### src/rtl/alu_operand_stage_if.sv
// alu_operand_stage_if: groups the decode-side inputs, the EX/MEM and MEM/WB
// forward sources, and the ALU/EX-side outputs of alu_operand_stage.
//   master : decode/pipeline side (drives id_*, flush, forward sources)
//   slave  : alu_operand_stage (drives op1/op2, ex_*, stall)
interface alu_operand_stage_if #(parameter int XLEN = 32);
  logic            id_valid;
  logic [4:0]      id_rs1_addr, id_rs2_addr, id_rd_addr;
  logic [XLEN-1:0] id_rs1_data, id_rs2_data, id_imm, id_pc;
  logic [2:0]      id_func3;
  logic            id_instr30;
  logic [1:0]      id_alu_op;
  logic            id_src_a, id_src_b, id_is_load, id_reg_write;
  logic            flush;
  logic [4:0]      exmem_rd;
  logic            exmem_reg_write, exmem_is_load;
  logic [XLEN-1:0] exmem_result;
  logic [4:0]      memwb_rd;
  logic            memwb_reg_write;
  logic [XLEN-1:0] memwb_result;
  logic [XLEN-1:0] op1, op2, ex_store_data;
  logic [2:0]      func3;
  logic            instr30;
  logic [1:0]      alu_op;
  logic            ex_valid, ex_reg_write, ex_is_load;
  logic [4:0]      ex_rd;
  logic            stall;

  modport master (
    output id_valid, id_rs1_addr, id_rs2_addr, id_rd_addr, id_rs1_data,
           id_rs2_data, id_imm, id_pc, id_func3, id_instr30, id_alu_op,
           id_src_a, id_src_b, id_is_load, id_reg_write, flush,
           exmem_rd, exmem_reg_write, exmem_is_load, exmem_result,
           memwb_rd, memwb_reg_write, memwb_result,
    input  op1, op2, ex_store_data, func3, instr30, alu_op,
           ex_valid, ex_reg_write, ex_is_load, ex_rd, stall
  );

  modport slave (
    input  id_valid, id_rs1_addr, id_rs2_addr, id_rd_addr, id_rs1_data,
           id_rs2_data, id_imm, id_pc, id_func3, id_instr30, id_alu_op,
           id_src_a, id_src_b, id_is_load, id_reg_write, flush,
           exmem_rd, exmem_reg_write, exmem_is_load, exmem_result,
           memwb_rd, memwb_reg_write, memwb_result,
    output op1, op2, ex_store_data, func3, instr30, alu_op,
           ex_valid, ex_reg_write, ex_is_load, ex_rd, stall
  );
endinterface

### src/rtl/alu_operand_stage.sv
// alu_operand_stage: ID/EX pipeline register plus operand forwarding for the
// execute stage. Detects load-use hazards (one-cycle stall + bubble) and
// kills the incoming instruction on flush.
// Ports:
//   clk  rising-edge clock
//   rst  asynchronous active-high reset (loads a bubble)
//   bus  alu_operand_stage_if.slave: id_* capture inputs, flush, EX/MEM and
//        MEM/WB forward sources; op1/op2/ex_store_data (combinational),
//        func3/instr30/alu_op/ex_* (registered), stall (combinational)
module alu_operand_stage #(
  parameter int XLEN = 32
) (
  input logic               clk,
  input logic               rst,
  alu_operand_stage_if.slave bus
);

  typedef struct packed {
    logic            valid;
    logic [4:0]      rs1_addr;
    logic [4:0]      rs2_addr;
    logic [4:0]      rd;
    logic [XLEN-1:0] rs1_data;
    logic [XLEN-1:0] rs2_data;
    logic [XLEN-1:0] imm;
    logic [XLEN-1:0] pc;
    logic [2:0]      func3;
    logic            instr30;
    logic [1:0]      alu_op;
    logic            src_a;
    logic            src_b;
    logic            is_load;
    logic            reg_write;
  } ex_t;

  ex_t             ex_q, ex_d;
  logic            hz;
  logic [XLEN-1:0] fwd_rs1, fwd_rs2;

  // EX/MEM wins over MEM/WB; a load in EX/MEM has no data yet, so it never
  // forwards from there. x0 never forwards.
  function automatic logic [XLEN-1:0] fwd_sel(
    input logic [4:0]      addr,
    input logic [XLEN-1:0] rf_data,
    input logic [4:0]      em_rd,
    input logic            em_rw,
    input logic            em_ld,
    input logic [XLEN-1:0] em_res,
    input logic [4:0]      mw_rd,
    input logic            mw_rw,
    input logic [XLEN-1:0] mw_res
  );
    if (em_rw && em_rd != 5'd0 && em_rd == addr && !em_ld) return em_res;
    if (mw_rw && mw_rd != 5'd0 && mw_rd == addr)           return mw_res;
    return rf_data;
  endfunction

  always_comb begin
    hz = ex_q.valid && ex_q.is_load && ex_q.rd != 5'd0 && bus.id_valid &&
         (bus.id_rs1_addr == ex_q.rd || bus.id_rs2_addr == ex_q.rd);
    bus.stall = hz && !bus.flush;

    // Flush, stall and an empty decode slot all load an all-zero bubble.
    ex_d = '0;
    if (!bus.flush && !hz && bus.id_valid) begin
      ex_d.valid     = 1'b1;
      ex_d.rs1_addr  = bus.id_rs1_addr;
      ex_d.rs2_addr  = bus.id_rs2_addr;
      ex_d.rd        = bus.id_rd_addr;
      ex_d.rs1_data  = bus.id_rs1_data;
      ex_d.rs2_data  = bus.id_rs2_data;
      ex_d.imm       = bus.id_imm;
      ex_d.pc        = bus.id_pc;
      ex_d.func3     = bus.id_func3;
      ex_d.instr30   = bus.id_instr30;
      ex_d.alu_op    = bus.id_alu_op;
      ex_d.src_a     = bus.id_src_a;
      ex_d.src_b     = bus.id_src_b;
      ex_d.is_load   = bus.id_is_load;
      ex_d.reg_write = bus.id_reg_write;
    end
  end

  always_ff @(posedge clk or posedge rst) begin
    if (rst) ex_q <= '0;
    else     ex_q <= ex_d;
  end

  always_comb begin
    fwd_rs1 = fwd_sel(ex_q.rs1_addr, ex_q.rs1_data,
                      bus.exmem_rd, bus.exmem_reg_write, bus.exmem_is_load, bus.exmem_result,
                      bus.memwb_rd, bus.memwb_reg_write, bus.memwb_result);
    fwd_rs2 = fwd_sel(ex_q.rs2_addr, ex_q.rs2_data,
                      bus.exmem_rd, bus.exmem_reg_write, bus.exmem_is_load, bus.exmem_result,
                      bus.memwb_rd, bus.memwb_reg_write, bus.memwb_result);
  end

  assign bus.op1           = ex_q.src_a ? ex_q.pc  : fwd_rs1;
  assign bus.op2           = ex_q.src_b ? ex_q.imm : fwd_rs2;
  assign bus.ex_store_data = fwd_rs2;
  assign bus.func3         = ex_q.func3;
  assign bus.instr30       = ex_q.instr30;
  assign bus.alu_op        = ex_q.alu_op;
  assign bus.ex_valid      = ex_q.valid;
  assign bus.ex_reg_write  = ex_q.reg_write;
  assign bus.ex_is_load    = ex_q.is_load;
  assign bus.ex_rd         = ex_q.rd;

endmodule

### src/flat_wrapper.sv
// flat-port wrapper written by rule: the top's interface ports become plain ports
module alu_operand_stage_flat 
#(
  parameter int XLEN = 32
)
  (clk, rst, bus_id_valid, bus_id_rs1_addr, bus_id_rs2_addr, bus_id_rd_addr, bus_id_rs1_data, bus_id_rs2_data, bus_id_imm, bus_id_pc, bus_id_func3, bus_id_instr30, bus_id_alu_op, bus_id_src_a, bus_id_src_b, bus_id_is_load, bus_id_reg_write, bus_flush, bus_exmem_rd, bus_exmem_reg_write, bus_exmem_is_load, bus_exmem_result, bus_memwb_rd, bus_memwb_reg_write, bus_memwb_result, bus_op1, bus_op2, bus_ex_store_data, bus_func3, bus_instr30, bus_alu_op, bus_ex_valid, bus_ex_reg_write, bus_ex_is_load, bus_ex_rd, bus_stall);
  alu_operand_stage_if #(.XLEN(XLEN)) bus_i ();
  input logic clk;
  input logic rst;
  input wire logic [$bits(bus_i.id_valid)-1:0] bus_id_valid;
  input wire logic [$bits(bus_i.id_rs1_addr)-1:0] bus_id_rs1_addr;
  input wire logic [$bits(bus_i.id_rs2_addr)-1:0] bus_id_rs2_addr;
  input wire logic [$bits(bus_i.id_rd_addr)-1:0] bus_id_rd_addr;
  input wire logic [$bits(bus_i.id_rs1_data)-1:0] bus_id_rs1_data;
  input wire logic [$bits(bus_i.id_rs2_data)-1:0] bus_id_rs2_data;
  input wire logic [$bits(bus_i.id_imm)-1:0] bus_id_imm;
  input wire logic [$bits(bus_i.id_pc)-1:0] bus_id_pc;
  input wire logic [$bits(bus_i.id_func3)-1:0] bus_id_func3;
  input wire logic [$bits(bus_i.id_instr30)-1:0] bus_id_instr30;
  input wire logic [$bits(bus_i.id_alu_op)-1:0] bus_id_alu_op;
  input wire logic [$bits(bus_i.id_src_a)-1:0] bus_id_src_a;
  input wire logic [$bits(bus_i.id_src_b)-1:0] bus_id_src_b;
  input wire logic [$bits(bus_i.id_is_load)-1:0] bus_id_is_load;
  input wire logic [$bits(bus_i.id_reg_write)-1:0] bus_id_reg_write;
  input wire logic [$bits(bus_i.flush)-1:0] bus_flush;
  input wire logic [$bits(bus_i.exmem_rd)-1:0] bus_exmem_rd;
  input wire logic [$bits(bus_i.exmem_reg_write)-1:0] bus_exmem_reg_write;
  input wire logic [$bits(bus_i.exmem_is_load)-1:0] bus_exmem_is_load;
  input wire logic [$bits(bus_i.exmem_result)-1:0] bus_exmem_result;
  input wire logic [$bits(bus_i.memwb_rd)-1:0] bus_memwb_rd;
  input wire logic [$bits(bus_i.memwb_reg_write)-1:0] bus_memwb_reg_write;
  input wire logic [$bits(bus_i.memwb_result)-1:0] bus_memwb_result;
  output wire logic [$bits(bus_i.op1)-1:0] bus_op1;
  output wire logic [$bits(bus_i.op2)-1:0] bus_op2;
  output wire logic [$bits(bus_i.ex_store_data)-1:0] bus_ex_store_data;
  output wire logic [$bits(bus_i.func3)-1:0] bus_func3;
  output wire logic [$bits(bus_i.instr30)-1:0] bus_instr30;
  output wire logic [$bits(bus_i.alu_op)-1:0] bus_alu_op;
  output wire logic [$bits(bus_i.ex_valid)-1:0] bus_ex_valid;
  output wire logic [$bits(bus_i.ex_reg_write)-1:0] bus_ex_reg_write;
  output wire logic [$bits(bus_i.ex_is_load)-1:0] bus_ex_is_load;
  output wire logic [$bits(bus_i.ex_rd)-1:0] bus_ex_rd;
  output wire logic [$bits(bus_i.stall)-1:0] bus_stall;
  assign bus_i.id_valid = bus_id_valid;
  assign bus_i.id_rs1_addr = bus_id_rs1_addr;
  assign bus_i.id_rs2_addr = bus_id_rs2_addr;
  assign bus_i.id_rd_addr = bus_id_rd_addr;
  assign bus_i.id_rs1_data = bus_id_rs1_data;
  assign bus_i.id_rs2_data = bus_id_rs2_data;
  assign bus_i.id_imm = bus_id_imm;
  assign bus_i.id_pc = bus_id_pc;
  assign bus_i.id_func3 = bus_id_func3;
  assign bus_i.id_instr30 = bus_id_instr30;
  assign bus_i.id_alu_op = bus_id_alu_op;
  assign bus_i.id_src_a = bus_id_src_a;
  assign bus_i.id_src_b = bus_id_src_b;
  assign bus_i.id_is_load = bus_id_is_load;
  assign bus_i.id_reg_write = bus_id_reg_write;
  assign bus_i.flush = bus_flush;
  assign bus_i.exmem_rd = bus_exmem_rd;
  assign bus_i.exmem_reg_write = bus_exmem_reg_write;
  assign bus_i.exmem_is_load = bus_exmem_is_load;
  assign bus_i.exmem_result = bus_exmem_result;
  assign bus_i.memwb_rd = bus_memwb_rd;
  assign bus_i.memwb_reg_write = bus_memwb_reg_write;
  assign bus_i.memwb_result = bus_memwb_result;
  assign bus_op1 = bus_i.op1;
  assign bus_op2 = bus_i.op2;
  assign bus_ex_store_data = bus_i.ex_store_data;
  assign bus_func3 = bus_i.func3;
  assign bus_instr30 = bus_i.instr30;
  assign bus_alu_op = bus_i.alu_op;
  assign bus_ex_valid = bus_i.ex_valid;
  assign bus_ex_reg_write = bus_i.ex_reg_write;
  assign bus_ex_is_load = bus_i.ex_is_load;
  assign bus_ex_rd = bus_i.ex_rd;
  assign bus_stall = bus_i.stall;
  alu_operand_stage #(.XLEN(XLEN)) u_core (.clk(clk), .rst(rst), .bus(bus_i));
endmodule
### config.mk
export PLATFORM = sky130hd
export DESIGN_NAME = alu_operand_stage_flat
export DESIGN_NICKNAME = d
export VERILOG_FILES = /design/src/rtl/alu_operand_stage_if.sv /design/src/rtl/alu_operand_stage.sv /design/src/flat_wrapper.sv
export SDC_FILE = /design/constraint.sdc
export NUM_CORES = 1
export LEC_CHECK = 0
export BUFFER_PORTS_ARGS = -buffer_cell sky130_fd_sc_hd__buf_4
export CORE_MARGIN = 2
export CORE_UTILIZATION = 35
export DETAILED_ROUTE_END_ITERATION = 8
export GPL_TIMING_DRIVEN = 0
export MAX_ROUTING_LAYER = met4
export REMOVE_ABC_BUFFERS = 1
export SYNTH_ARGS = -nofsm -noshare
export SYNTH_HDL_FRONTEND = slang
export SYNTH_SLANG_ARGS = --single-unit
### constraint.sdc
create_clock -name clk -period 15.64 [get_ports clk]
set_input_delay 3.128 -clock clk [delete_from_list [all_inputs] [get_ports clk]]
set_output_delay 3.128 -clock clk [all_outputs]
set_load 0.05 [all_outputs]
==> flow_summary_export.csv <==
group,metric,value,unit
grt,grt.total_usage,22.6,%
setup_path,path_max_fanout,19,
layout,area_delta_synth_final,45.7,%
grt,antenna_found_initial,0,
detailed_routing,drtIter0Drc,263,
grt,grt_overflow,0,
hold_path,hold_path.class,"reg -> reg",
synth,synth_top_area_share,50.2,%
synth,yosys_warnings,0,
grt,grt_max_degree,81,
die,row_count,54,
sta,max_freq,110,MHz
grt,grt_pass1_vias,6930,
setup_path,crit_type,"in -> out",
sta,setup-tns-final,0,ns
sta,post-route-period-util,58.0,%
placement,gp_congestion,0.827,
layout,layout-drive-gt1-share,43.2,%
power_and_ir_drop,peakVddDrop,0.0000652,V
detailed_routing,num_vias,6578,
sta,fin_ws,6.58,ns
setup_path,cp-start-kind,"input pin",
clock_tree,insertion_delay,0.42,ns
synth,synthArstFlopShare,100,%
die,die-height,152,um
placement,hpwlAfterDp,17.8,mm
power_and_ir_drop,power,0.00107,W
placement,io_buffers,344,
sta,slew_headroom,32.6,%
setup_path,critPathCaptureType,"output port",
synth,synth.avg_cell_area,10.9,um2
die,io_pins,345,
setup_path,worst_ep_required_time,12.51,ns
run_status,status,"completed",
synth,syn-cell-area,0.00768,mm2
synth,ys_seq_area_share,50.2,%
layout,final_common_cell,"buf_4",
placement,place_worst_setup_slack,6.44,ns
sta,fin_worst_skew,0.00780,ns
sta,rsz0062_at_grt,"false",
detailed_routing,wirelength,25.5,mm
clock_tree,ctsResizeCount,0,
die,die_w,152,um
sta,hold_viol,0,
sta,fin_crit,9.06,ns
detailed_routing,drc,0,
synth,ys_top_cells_by_area,"dfrtp_1, and2_1, mux2_2, mux2i_1, or4b_1",
detailed_routing,drtAntennaViolNets,0,
clock_tree,cts_sinks,154,
clock_tree,clk_path_buf_depth,2,
setup_path,worstPathArrival,5.94,ns
power_and_ir_drop,power.density,95.7,mW/mm2
synth,synth_edf_count,0,
clock_tree,clkTransAtPathRegs,0.06,ns
synth,ys_seq_elements,154,
synth,synthCells,702,
die,dieArea,0.0231,mm2
layout,mostFrequentLayoutCells,"buf_4, and2_1, dfrtp_1",
layout,n_fill_cell,2015,
clock_tree,htree_levels,4,
synth,ys_types,37,
layout,stdcell_count,1300,
sta,whs,1.07,ns
synth,synth_top_cell_by_area,"dfrtp_1",
die,core_area,0.0217,mm2
sta,setup_viol,0,
clock_tree,cts_hold_buf,0,
power_and_ir_drop,p_leak,5.25,nW
clock_tree,clock-root-buffer,"clkbuf_16",
die,initial_core_util,35.4,%
layout,num_antenna_cells,0,
detailed_routing,viasPerCell,5.06,
clock_tree,cts_tree,"done",
run,drv_cap,0,
detailed_routing,first_pass_iters,5,
detailed_routing,routedWlPerCell,19.6,um
placement,place_inst,1267,
layout,layout.nets,1241,
sta,maxSlewViolCount,0,
synth,synthFlopType,"dfrtp_1",
clock_tree,cts_buffers,17,
clock_tree,postCtsSetupBuffers,0,
sta,tightest_slew,1.01,ns
grt,grt_pass1_wl,39.4,mm
[worst paths after layout]
path                                     startpoint                  end  slack [ns]  cells after the start
worst max-delay path                bus_exmem_rd[0]          bus_op2[24]        6.58                      9
worst min-delay path            u_core.bus.ex_valid  u_core.bus.ex_valid        1.07                      3
worst max register to register  u_core.bus.ex_rd[3]      u_core.ex_q[25]       13.37                      7
worst min register to register  u_core.bus.ex_valid  u_core.bus.ex_valid        1.07                      3
max in group asynchronous                       rst     u_core.ex_q[125]       12.06                      3
min in group asynchronous                       rst  u_core.bus.func3[0]        2.75                      2
[metrics by stage]
stage | utilization [%] | cell area [um2]
global route | 51.6 | 11200
global placement | 47.2 | 10200
detailed placement | 48.7 | 10600
floorplan | - | 7310
finish | 51.6 | 11200
CTS | 51.5 | 11200
[layer usage]
metal / wire length [um] / track usage, % / vias to the layer above
li1: - / - / 3094
met4: 620 / 7.61 / 0
met2: 12900 / 37.7 / 259
met1: 10600 / 27.1 / 3188
met3: 1410 / 5.08 / 37
met5: 0 / - / -
[kinds of logic after synthesis]
group                     share of synthesized area (%)
xor gates and xnor gates                           3.42
buffers and inverters                              4.95
AOI/OAI and AO/OA                                  11.9
DFF                                                50.2
muxes                                              8.57
and+or+nand+nor                                    21.0
[sequential cells by signal, summed over array words and instances, names as in the netlist]
signal / flops
u_core.bus.alu_op: 2
u_core.bus.ex_is_load: 1
u_core.bus.func3: 3
u_core.bus.ex_valid: 1
u_core.bus.instr30: 1
u_core.bus.ex_reg_write: 1
u_core.bus.ex_rd: 5
u_core.ex_q: 140
[cells in the mapped netlist (4+ instances only)]
| cell | instances |
|---|---|
| a21oi_1 | 32 |
| a31oi_1 | 20 |
| a31oi_2 | 10 |
| and2_1 | 153 |
| buf_2 | 10 |
| buf_4 | 12 |
| buf_6 | 6 |
| clkbuf_1 | 42 |
| dfrtp_1 | 154 |
| mux2_2 | 30 |
| mux2i_1 | 32 |
| nand2_1 | 7 |
| nand3_1 | 4 |
| nor2_1 | 9 |
| nor3_1 | 31 |
| o22ai_1 | 32 |
| o31ai_1 | 32 |
| or4b_1 | 30 |
| xnor2_1 | 30 |
[critical path, stage by stage]
cell and delay, ns:
buf_4 0.13, or4_4 0.57, o211ai_4 0.54, buf_16 0.24, or2_2 0.43, buf_16 0.24
a31oi_1 0.16, mux2_2 0.30, buf_4 0.19
[where the power goes]
| group | switching, W | internal (W) |
|---|---|---|
| Combinational | 0.000131 | 0.0000932 |
| Sequential | 0.00000702 | 0.000413 |
| Clock | 0.000176 | 0.000251 |
[area by class of cell]
class	count	area [um2]	share of cell area, %
Clock inverter	11	135	1.21
Multi-Input combinational cell	474	3480	31.1
Tap cell	280	350	3.13
Sequential cell	154	3850	34.5
Clock buffer	21	470	4.20
Timing Repair Buffer	357	2880	25.7
Inverter	3	18.8	0.168
Power figures use the tool's default switching activity.
